==> config.mk <==
export PLATFORM = sky130hd
export DESIGN_NAME = display_capture_flat
export DESIGN_NICKNAME = d
export VERILOG_FILES = /design/src/rtl/display_pkg.sv /design/src/rtl/display_capture_if.sv /design/src/rtl/display_capture_seg_to_bcd.sv /design/src/rtl/display_capture.sv /design/src/flat_wrapper.sv
export SDC_FILE = /design/constraint.sdc
export NUM_CORES = 1
export LEC_CHECK = 0
export ABC_CLOCK_PERIOD_IN_PS = 8500
export CORE_MARGIN = 3
export CORE_UTILIZATION = 26
export CTS_CLUSTER_DIAMETER = 150
export CTS_CLUSTER_SIZE = 25
export DETAILED_ROUTE_END_ITERATION = 7
export PLACE_DENSITY = 0.52
export SLEW_MARGIN = 10
export SYNTH_ARGS = -nofsm -noshare
export SYNTH_HDL_FRONTEND = slang
export SYNTH_SLANG_ARGS = --single-unit
export TNS_END_PERCENT = 10
==> constraint.sdc <==
create_clock -name clk -period 8.5 [get_ports clk]
set_clock_uncertainty 0.1 [all_clocks]
set_input_delay 1.275 -clock clk [delete_from_list [all_inputs] [get_ports clk]]
set_output_delay 1.275 -clock clk [all_outputs]
set_load 0.005 [all_outputs]
==> src/rtl/display_pkg.sv <==
// display_pkg: constants shared by the seven-segment display driver and
// the display_capture receiver.
//   SEG_0..SEG_9, SEG_BLANK : active-low segment patterns {g,f,e,d,c,b,a}
//   AN_TT/AN_TO/AN_ST/AN_SO : active-low anode pattern for each digit slot
//   slot_e                  : digit slot index (timer tens/ones, score tens/ones)
//   an_to_slot()            : maps an anode pattern to a slot, flags non one-hot
package display_pkg;

    localparam logic [6:0] SEG_0     = 7'b1000000;
    localparam logic [6:0] SEG_1     = 7'b1111001;
    localparam logic [6:0] SEG_2     = 7'b0100100;
    localparam logic [6:0] SEG_3     = 7'b0110000;
    localparam logic [6:0] SEG_4     = 7'b0011001;
    localparam logic [6:0] SEG_5     = 7'b0010010;
    localparam logic [6:0] SEG_6     = 7'b0000010;
    localparam logic [6:0] SEG_7     = 7'b1111000;
    localparam logic [6:0] SEG_8     = 7'b0000000;
    localparam logic [6:0] SEG_9     = 7'b0010000;
    localparam logic [6:0] SEG_BLANK = 7'b1111111;

    localparam logic [3:0] AN_TT = 4'b1110;
    localparam logic [3:0] AN_TO = 4'b1101;
    localparam logic [3:0] AN_ST = 4'b1011;
    localparam logic [3:0] AN_SO = 4'b0111;

    localparam int NUM_SLOTS = 4;

    typedef enum logic [1:0] {
        SLOT_TT = 2'd0,
        SLOT_TO = 2'd1,
        SLOT_ST = 2'd2,
        SLOT_SO = 2'd3
    } slot_e;

    typedef struct packed {
        logic  valid;
        slot_e slot;
    } slot_dec_t;

    function automatic slot_dec_t an_to_slot(input logic [3:0] an);
        slot_dec_t d;
        d.valid = 1'b1;
        d.slot  = SLOT_TT;
        case (an)
            AN_TT:   d.slot = SLOT_TT;
            AN_TO:   d.slot = SLOT_TO;
            AN_ST:   d.slot = SLOT_ST;
            AN_SO:   d.slot = SLOT_SO;
            default: d.valid = 1'b0;
        endcase
        return d;
    endfunction

endpackage

==> src/rtl/display_capture_if.sv <==
// display_capture_if: multiplexed seven-segment bus plus the reconstructed
// values.
//   an, seg           : digit enables / segments, both active-low
//   timer, score      : reconstructed binary values
//   frame_valid, err  : one-cycle status pulses
// master = the side driving the display bus, slave = display_capture.
interface display_capture_if;
    logic [3:0] an;
    logic [6:0] seg;
    logic [5:0] timer;
    logic [5:0] score;
    logic       frame_valid;
    logic       err;

    modport master (output an, seg, input timer, score, frame_valid, err);
    modport slave  (input an, seg, output timer, score, frame_valid, err);
endinterface

==> src/rtl/display_capture_seg_to_bcd.sv <==
// seg_to_bcd: combinational active-low seven-segment to BCD decoder.
//   i_seg   : segments {g,f,e,d,c,b,a}, active-low
//   i_tens  : digit sits in a tens slot (enables leading-blank decode)
//   o_bcd   : decoded digit, 0 when invalid
//   o_valid : pattern is a legal digit
// Build option CAPTURE_BLANK_EN: all-off on a tens slot decodes as 0.
module seg_to_bcd
    import display_pkg::*;
(
    input  logic [6:0] i_seg,
    input  logic       i_tens,
    output logic [3:0] o_bcd,
    output logic       o_valid
);

`ifndef CAPTURE_BLANK_EN
    logic w_unused_tens;
    assign w_unused_tens = i_tens;
`endif

    always_comb begin
        o_bcd   = 4'd0;
        o_valid = 1'b1;
        case (i_seg)
            SEG_0: o_bcd = 4'd0;
            SEG_1: o_bcd = 4'd1;
            SEG_2: o_bcd = 4'd2;
            SEG_3: o_bcd = 4'd3;
            SEG_4: o_bcd = 4'd4;
            SEG_5: o_bcd = 4'd5;
            SEG_6: o_bcd = 4'd6;
            SEG_7: o_bcd = 4'd7;
            SEG_8: o_bcd = 4'd8;
            SEG_9: o_bcd = 4'd9;
`ifdef CAPTURE_BLANK_EN
            // Leading blank: the driver suppresses a zero tens digit.
            SEG_BLANK: o_valid = i_tens;
`endif
            default: o_valid = 1'b0;
        endcase
    end

endmodule

==> src/rtl/display_capture.sv <==
// display_capture: receiver for the multiplexed 4-digit seven-segment bus.
// Samples {an,seg}, waits for STABLE_CYCLES identical samples, decodes the
// digit into its slot and, once all four slots are seen, publishes
// timer/score with a frame_valid pulse (or err if a value exceeds 63).
//   clk, reset : clock, asynchronous active-high reset
//   bus        : display_capture_if.slave (an/seg in, timer/score/
//                frame_valid/err out)
// Build option CAPTURE_BLANK_EN: see seg_to_bcd.
module display_capture
    import display_pkg::*;
#(
    parameter int STABLE_CYCLES = 2,   // 1..255
    parameter int CNT_W         = 8
) (
    input  logic             clk,
    input  logic             reset,
    display_capture_if.slave bus
);

    logic [10:0]                  r_sample;
    logic [CNT_W-1:0]             r_cnt;
    logic                         r_cnt_moved;
    logic [NUM_SLOTS-1:0]         r_seen;
    logic [NUM_SLOTS-1:0][3:0]    r_slot;
    logic [5:0]                   r_timer;
    logic [5:0]                   r_score;
    logic                         r_fv;
    logic                         r_err;

    logic [10:0]                  w_in;
    slot_dec_t                    w_dec;
    logic                         w_tens;
    logic [3:0]                   w_bcd;
    logic                         w_dig_ok;
    logic                         w_accept;
    logic [NUM_SLOTS-1:0]         w_seen_nxt;
    logic [NUM_SLOTS-1:0][3:0]    w_dig;
    logic [6:0]                   w_tsum;
    logic [6:0]                   w_ssum;
    logic                         w_in_range;

    assign w_in  = {bus.an, bus.seg};
    assign w_dec = an_to_slot(r_sample[10:7]);
    assign w_tens = (w_dec.slot == SLOT_TT) || (w_dec.slot == SLOT_ST);

    // r_cnt_moved guards against repeated accepts once the counter has
    // saturated at a value equal to STABLE_CYCLES.
    assign w_accept = r_cnt_moved && (r_cnt == CNT_W'(STABLE_CYCLES)) && w_dec.valid;

    seg_to_bcd u_dec (
        .i_seg   (r_sample[6:0]),
        .i_tens  (w_tens),
        .o_bcd   (w_bcd),
        .o_valid (w_dig_ok)
    );

    // Slot contents as they will be after this accept, so the completing
    // digit takes part in the sums in the same cycle.
    always_comb begin
        w_dig = r_slot;
        if (w_accept)
            w_dig[w_dec.slot] = w_bcd;
    end

    assign w_seen_nxt = r_seen | (NUM_SLOTS'(1) << w_dec.slot);
    assign w_tsum     = 7'(w_dig[SLOT_TT]) * 7'd10 + 7'(w_dig[SLOT_TO]);
    assign w_ssum     = 7'(w_dig[SLOT_ST]) * 7'd10 + 7'(w_dig[SLOT_SO]);
    assign w_in_range = (w_tsum <= 7'd63) && (w_ssum <= 7'd63);

    always_ff @(posedge clk or posedge reset) begin
        if (reset) begin
            r_sample    <= '0;
            r_cnt       <= '0;
            r_cnt_moved <= 1'b0;
            r_seen      <= '0;
            r_slot      <= '0;
            r_timer     <= '0;
            r_score     <= '0;
            r_fv        <= 1'b0;
            r_err       <= 1'b0;
        end else begin
            r_sample <= w_in;
            if (w_in != r_sample) begin
                r_cnt       <= CNT_W'(1);
                r_cnt_moved <= 1'b1;
            end else if (r_cnt != '1) begin
                r_cnt       <= r_cnt + CNT_W'(1);
                r_cnt_moved <= 1'b1;
            end else begin
                r_cnt_moved <= 1'b0;
            end

            r_fv  <= 1'b0;
            r_err <= 1'b0;
            if (w_accept) begin
                if (w_dig_ok) begin
                    r_slot[w_dec.slot] <= w_bcd;
                    if (&w_seen_nxt) begin
                        r_seen <= '0;
                        if (w_in_range) begin
                            r_timer <= w_tsum[5:0];
                            r_score <= w_ssum[5:0];
                            r_fv    <= 1'b1;
                        end else begin
                            r_err   <= 1'b1;
                        end
                    end else begin
                        r_seen <= w_seen_nxt;
                    end
                end else begin
                    r_err  <= 1'b1;
                    r_seen <= '0;
                end
            end
        end
    end

    assign bus.timer       = r_timer;
    assign bus.score       = r_score;
    assign bus.frame_valid = r_fv;
    assign bus.err         = r_err;

endmodule

==> src/flat_wrapper.sv <==
// flat-port wrapper written by rule: the top's interface ports become plain ports
module display_capture_flat import display_pkg::*;
#(
    parameter int STABLE_CYCLES = 2,            
    parameter int CNT_W         = 8
)
  (clk, reset, bus_an, bus_seg, bus_timer, bus_score, bus_frame_valid, bus_err);
  display_capture_if bus_i ();
  input  logic clk;
  input  logic reset;
  input wire logic [$bits(bus_i.an)-1:0] bus_an;
  input wire logic [$bits(bus_i.seg)-1:0] bus_seg;
  output wire logic [$bits(bus_i.timer)-1:0] bus_timer;
  output wire logic [$bits(bus_i.score)-1:0] bus_score;
  output wire logic [$bits(bus_i.frame_valid)-1:0] bus_frame_valid;
  output wire logic [$bits(bus_i.err)-1:0] bus_err;
  assign bus_i.an = bus_an;
  assign bus_i.seg = bus_seg;
  assign bus_timer = bus_i.timer;
  assign bus_score = bus_i.score;
  assign bus_frame_valid = bus_i.frame_valid;
  assign bus_err = bus_i.err;
  display_capture #(.STABLE_CYCLES(STABLE_CYCLES), .CNT_W(CNT_W)) u_core (.clk(clk), .reset(reset), .bus(bus_i));
endmodule
# Word-level counts from Yosys, hierarchy flattened
# Cells that the tools add are included.
# word_totals
elab_cells,72
regBits,54
inputBits,13
# classes
mul,2
n_lt_le_gt_ge,4
n_reduce_logical,11
bitwise,1
n_addsub,3
muxes,22
eq_ne,16
shifts,1
# ops
operator,count
4-bit one-hot mux with 9 select lines,1
"7-bit by 5-bit == test with 1-bit output, second input constant",3
"7-bit == test, second input constant",3
16-bit bitwise mux,1
16-bit 2-to-1 mux,1
8-bit 2-to-1 mux,2
7-bit by 4-bit adder with 7-bit output,2
"7-bit by 6-bit == test with 1-bit output, second input constant",2
"7-bit by 6-bit less-or-equal comparator with 1-bit output, second input constant",2
"4-bit == test, second input constant",3
"4-bit by 3-bit multiplier with 6-bit output, second input constant",2
1-bit 2-to-1 mux,12
4-bit 2-to-1 mux,3
11-bit inequality test,1
10-bit OR reduction,1
"8-bit by 1-bit adder with 8-bit output, second input constant",1
4-bit demux with 2-bit select,1
"8-bit by 2-bit == test with 1-bit output, second input constant",1
"8-bit inequality test, second input constant",1
"7-bit by 2-bit == test with 1-bit output, second input constant",1
7-bit logical NOT,1
7-bit AND reduction,1
2-bit one-hot mux with 3 select lines,1
"4-bit by 3-bit == test with 1-bit output, second input constant",1
other kinds (9),12

# Longest topological paths before layout
# logic_depth
depth_word,16
ltp_mapped,19

# Cells and area by module
# From an unflattened synthesis, not the netlist that was laid out.
# hier_totals
hier_cells,279
area_unflattened_um2,3271.9
# modules_own_cells
module,seq_area_each_um2,cells_per_inst,n_inst,area_per_inst_um2
display_capture,1351.3,247,1,3047.9
seg_to_bcd,0.0,32,1,224.0

# Worst setup path before layout
# OpenSTA, ideal clock, no wires.
# synth_timing
path_kind,reg-to-reg
start,register u_core.r_cnt[3]
end,"register u_core.r_score[0], in the netlist u_core.bus.score[0]"
t_required_ns,8.275
arrival_ns,4.341
setup_slack_ns,3.934
path_stages_with_launch,17
path_buffers,2
setup_time_ns,0.125
path_cell_list,dfrtp_1 -> nor4_4 -> and3b_1 -> and2_1 -> buf_4 -> nor2b_1 -> mux2_2 -> ha_1 -> ha_1 -> inv_1 -> fa_1 -> nor4b_1 -> xnor2_1 -> nor3_2 -> nor4b_4 -> buf_6 -> mux2_4
# synth_via
elab_chain_len,9
# synth_rtl
item,line,rtl
"start, declared",display_capture.sv:21,logic [CNT_W-1:0] r_cnt;
"start signal, assigned",display_capture.sv:87,r_cnt <= r_cnt + CNT_W'(1);
8-bit by 2-bit == test with 1-bit output (*),display_capture.sv:48,assign w_accept = r_cnt_moved && (r_cnt == CNT_W'(STABLE_CYCLES)) && w_dec.valid;
1-bit logical AND (*) (2 in series),display_capture.sv:48,
16-bit 2-to-1 mux,display_capture.sv:61,if (w_accept)
4-bit by 3-bit multiplier with 6-bit output (on tied branches),"display_capture.sv:66, display_capture.sv:67",
7-bit by 4-bit adder with 7-bit output (on tied branches),"display_capture.sv:66, display_capture.sv:67",
7-bit by 6-bit less-or-equal comparator with 1-bit output,display_capture.sv:68,assign w_in_range = (w_tsum <= 7'd63) && (w_ssum <= 7'd63);
1-bit logical AND,display_capture.sv:68,
7-bit AND reduction (no source line),-,
"end signal, assigned",display_capture.sv:102,r_score <= w_ssum[5:0];
"end, declared",display_capture.sv:26,logic [5:0] r_score;
# Mark *: on every way between the ends. The rest lies on a longest branch, timed or not.
# A chain may end at the register's enable or synchronous reset.

# Worst setup path after layout
# layout_timing
start,register u_core.r_cnt[3]
end,"register u_core.r_score[4], in the netlist u_core.bus.score[4]"
# Same word-level chain as after synthesis.

==> flow_summary_export.csv <==
group,metric,value,unit
timing,drv_slew,0,
drt,top_layer,"met4",
drt,wl_met2,3.18,mm
floorplanning,core-area,12100,um2
synth,syn_nets,318,
clock_tree,clock_sinks,54,
global_routing,antenna_found_initial,0,
run_status,outcome,"completed",
timing,tightestPinTransition,1.02,ns
clock_tree,cts_root_buffer,"clkbuf_16",
min_path,hp-class,"register to register",
clock_tree,clockBufferDepth,2,
drt,drc_errors,0,
synth,synth_most_common_cell,"dfrtp_1",
clock_tree,cts_setup_buffers,0,
setup_path,worst_setup_path_start_kind,"register",
clock_tree,htree_levels,2,
clock_tree,cts_tree,"done",
synth,ys_async_sr_fraction,1.00,
setup_path,critPathSlowestCell,"nor4b_4",
drt,drtIter0Drc,88,
synth,synth_area,3260,um2
synth,yosysTopAreaCell,"dfrtp_1",
floorplanning,fp-row-count,40,
setup_path,crit_arrival,5.46,ns
setup_path,worst-path-buf-inv,1,
setup_path,crit_chain,"nor4_4 -> and3b_1 -> and2_1 -> nor2b_1 -> mux2_2 -> ha_1 -> ha_1 -> inv_1 -> fa_1 -> nor4b_1 -> xnor2_1 -> nor3_2 -> nor4b_4 -> mux2_2",
drt,drt-pass1-iter-count,4,
synth,ys_ff_latch,54,
cells_and_area,layout-drive-gt1-share,0.188,
synth,synth_flop_cell,"dfrtp_1",
timing,fmax,186,MHz
clock_tree,clk_latency,0.29,ns
floorplanning,start_util,0.269,
timing,hold_viol_final,0,
cells_and_area,n_fill_cell,1274,
cells_and_area,diodes,0,
synth,seq_area_frac_synth,0.415,
drt,vias,2177,
synth,synthTopCellsByArea,"dfrtp_1 41%, mux2_2 8.6%, ha_1 5.4%",
global_routing,grt_pass1_wl,10.9,mm
timing,max_slew_margin,0.319,
placed_design,hpwl,4.70,mm
power,p_leak,1.70,nW
placed_design,place.gp.congestion,0.837,
drt,vias_per_cell,4.53,
power,powerDensity,131,nW/um2
setup_path,crit_type,"register to register",
global_routing,grt_pass1_vias,2189,
setup_path,cp.required,8.58,ns
drt,wl,6.37,mm
floorplanning,die_y,118,um
clock_tree,cts_resized,0,
clock_tree,clkTransAtPathRegs,0.07,ns
setup_path,slowest_delay,0.91,ns
setup_path,path_delay_family,"simple AND/OR/NAND/NOR gates",
synth,yosys_warnings,0,
drt,ant_nets,0,
clock_tree,holdBufCountCts,0,
synth,yosys-top-cells-count,"54 x dfrtp_1, 25 x mux2_2, 19 x nor2_1, 17 x xor2_1, 16 x inv_1",
global_routing,grt_max_degree,55,
timing,rsz0062_at_grt,"false",
clock_tree,cts_buffers,5,
synth,syn_avg_cell_area,11.4,um2
cells_and_area,fin_cells,481,
setup_path,end_kind,"register",
power,ir_drop,85.9,uV
synth,synth_top_area_frac,0.415,
timing,fin_setup_tns,0,ns
setup_path,crit_fanout,12,
global_routing,grt-ovfl-total,0,
drt,route.met3.wl,181,um
synth,synthCells,287,
synth,synthDistinctLibCells,56,
global_routing,grt.total_usage,0.0955,
placed_design,dpl.cell_count,473,
floorplanning,dieArea,13900,um2
floorplanning,die_w,118,um
drt,drt-met1-wl,2.90,mm
job,maxCapViolCount,0,
timing,setup_violations,0,
drt,wl_per_cell,13.2,um
synth,synth_edf_count,0,
placed_design,portBuffers,26,
cells_and_area,area_growth,17.4,%
timing,finalCriticalPeriod,5.39,ns
floorplanning,pin_count,27,
cells_and_area,finalNetCount,343,
timing,finalCritPeriodShare,0.634,
## cell families after synthesis
kind of cell	Yosys count	share of synthesized area
AOI/OAI and AO/OA	45	0.0960
xor gates and xnor gates	27	0.0806
adders and majority gates	18	0.0783
buffers and inverters	27	0.0407
DFF	54	0.415
muxes	40	0.148
and+or+nand+nor	76	0.142
## worst min-delay path, cell delays in order, from the launching register on
cell	delay, ns
dfrtp_1	0.35
nand2_1	0.05
o21ai_0	0.06
## power breakdown
| group | leakage (nW) | internal, mW | switching, mW |
|---|---|---|---|
| clock | 0.0739 | 0.117 | 0.0916 |
| combinational | 0.907 | 0.0122 | 0.0148 |
| sequential | 0.719 | 0.259 | 0.00634 |
| total | 1.70 | 0.389 | 0.113 |
## layout by cell type (no fill, tap or decap), types with 3 or more instances in the layout
cell type        instances
a211oi_1                 4
mux2_2                  25
nor2_1                  19
nor3_1                   4
dfrtp_1                 54
inv_1                   15
ha_1                    14
a21oi_1                 13
nand3_1                  9
fa_1                     4
nor4_1                   3
nor2b_1                  6
buf_4                    3
xnor2_1                  8
xor2_1                  17
o21ai_0                  9
nand2_1                 11
mux2_4                  10
mux2i_1                  4
clkbuf_16                5
clkdlybuf4s50_1         26
o21ai_1                  3
and4b_1                  3
## final cells by class
type	count	area, um2	area share
clock inverter	1	5.00	0.00131
inverter	16	60.1	0.0157
tap	168	210	0.0549
multi-input combinational	206	1780	0.464
clock buffer	7	143	0.0373
sequential	54	1350	0.353
timing repair buffer	29	283	0.0739
## per-stage QoR
step / hold slack, ns / power [mW] / util / setup slack (ns) / instance area [um2]
floorplan: 0.350 / 0.287 / - / 3.93 / 3260
global placement: 0.372 / 0.298 / 0.304 / 3.13 / 3680
detailed placement: 0.383 / 0.298 / 0.304 / 3.04 / 3680
CTS: 0.400 / 0.509 / 0.316 / 3.02 / 3830
global route: 0.416 / 0.522 / 0.316 / 2.76 / 3830
finish: 0.391 / 0.502 / 0.316 / 3.11 / 3830
## state kept, by name (all words and copies together) (netlist names)
register,count
u_core.bus.err,1
u_core.bus.frame_valid,1
u_core.bus.score,6
u_core.bus.timer,6
u_core.r_cnt,8
u_core.r_cnt_moved,1
u_core.r_sample,11
u_core.r_seen,4
u_core.r_slot,16
## final timing paths
kind | cells after the start | to | from | slack, ns
max in group asynchronous | 3 | u_core.r_sample[9] | reset | 6.43
worst max-delay path | 14 | u_core.bus.score[4] | u_core.r_cnt[3] | 3.11
worst max register to register | 14 | u_core.bus.score[4] | u_core.r_cnt[3] | 3.11
worst min-delay path | 2 | u_core.r_slot[11] | u_core.r_slot[11] | 0.39
worst min register to register | 2 | u_core.r_slot[11] | u_core.r_slot[11] | 0.39
min in group asynchronous | 3 | u_core.r_cnt[1] | reset | 1.40
## metal layers
layer,vias to the layer above,global-route usage
met5,-,0
met4,0,0.0300
met3,8,0.0216
met2,28,0.164
met1,1072,0.119
li1,1069,-
No activity file was read; power rests on OpenSTA's default activity.
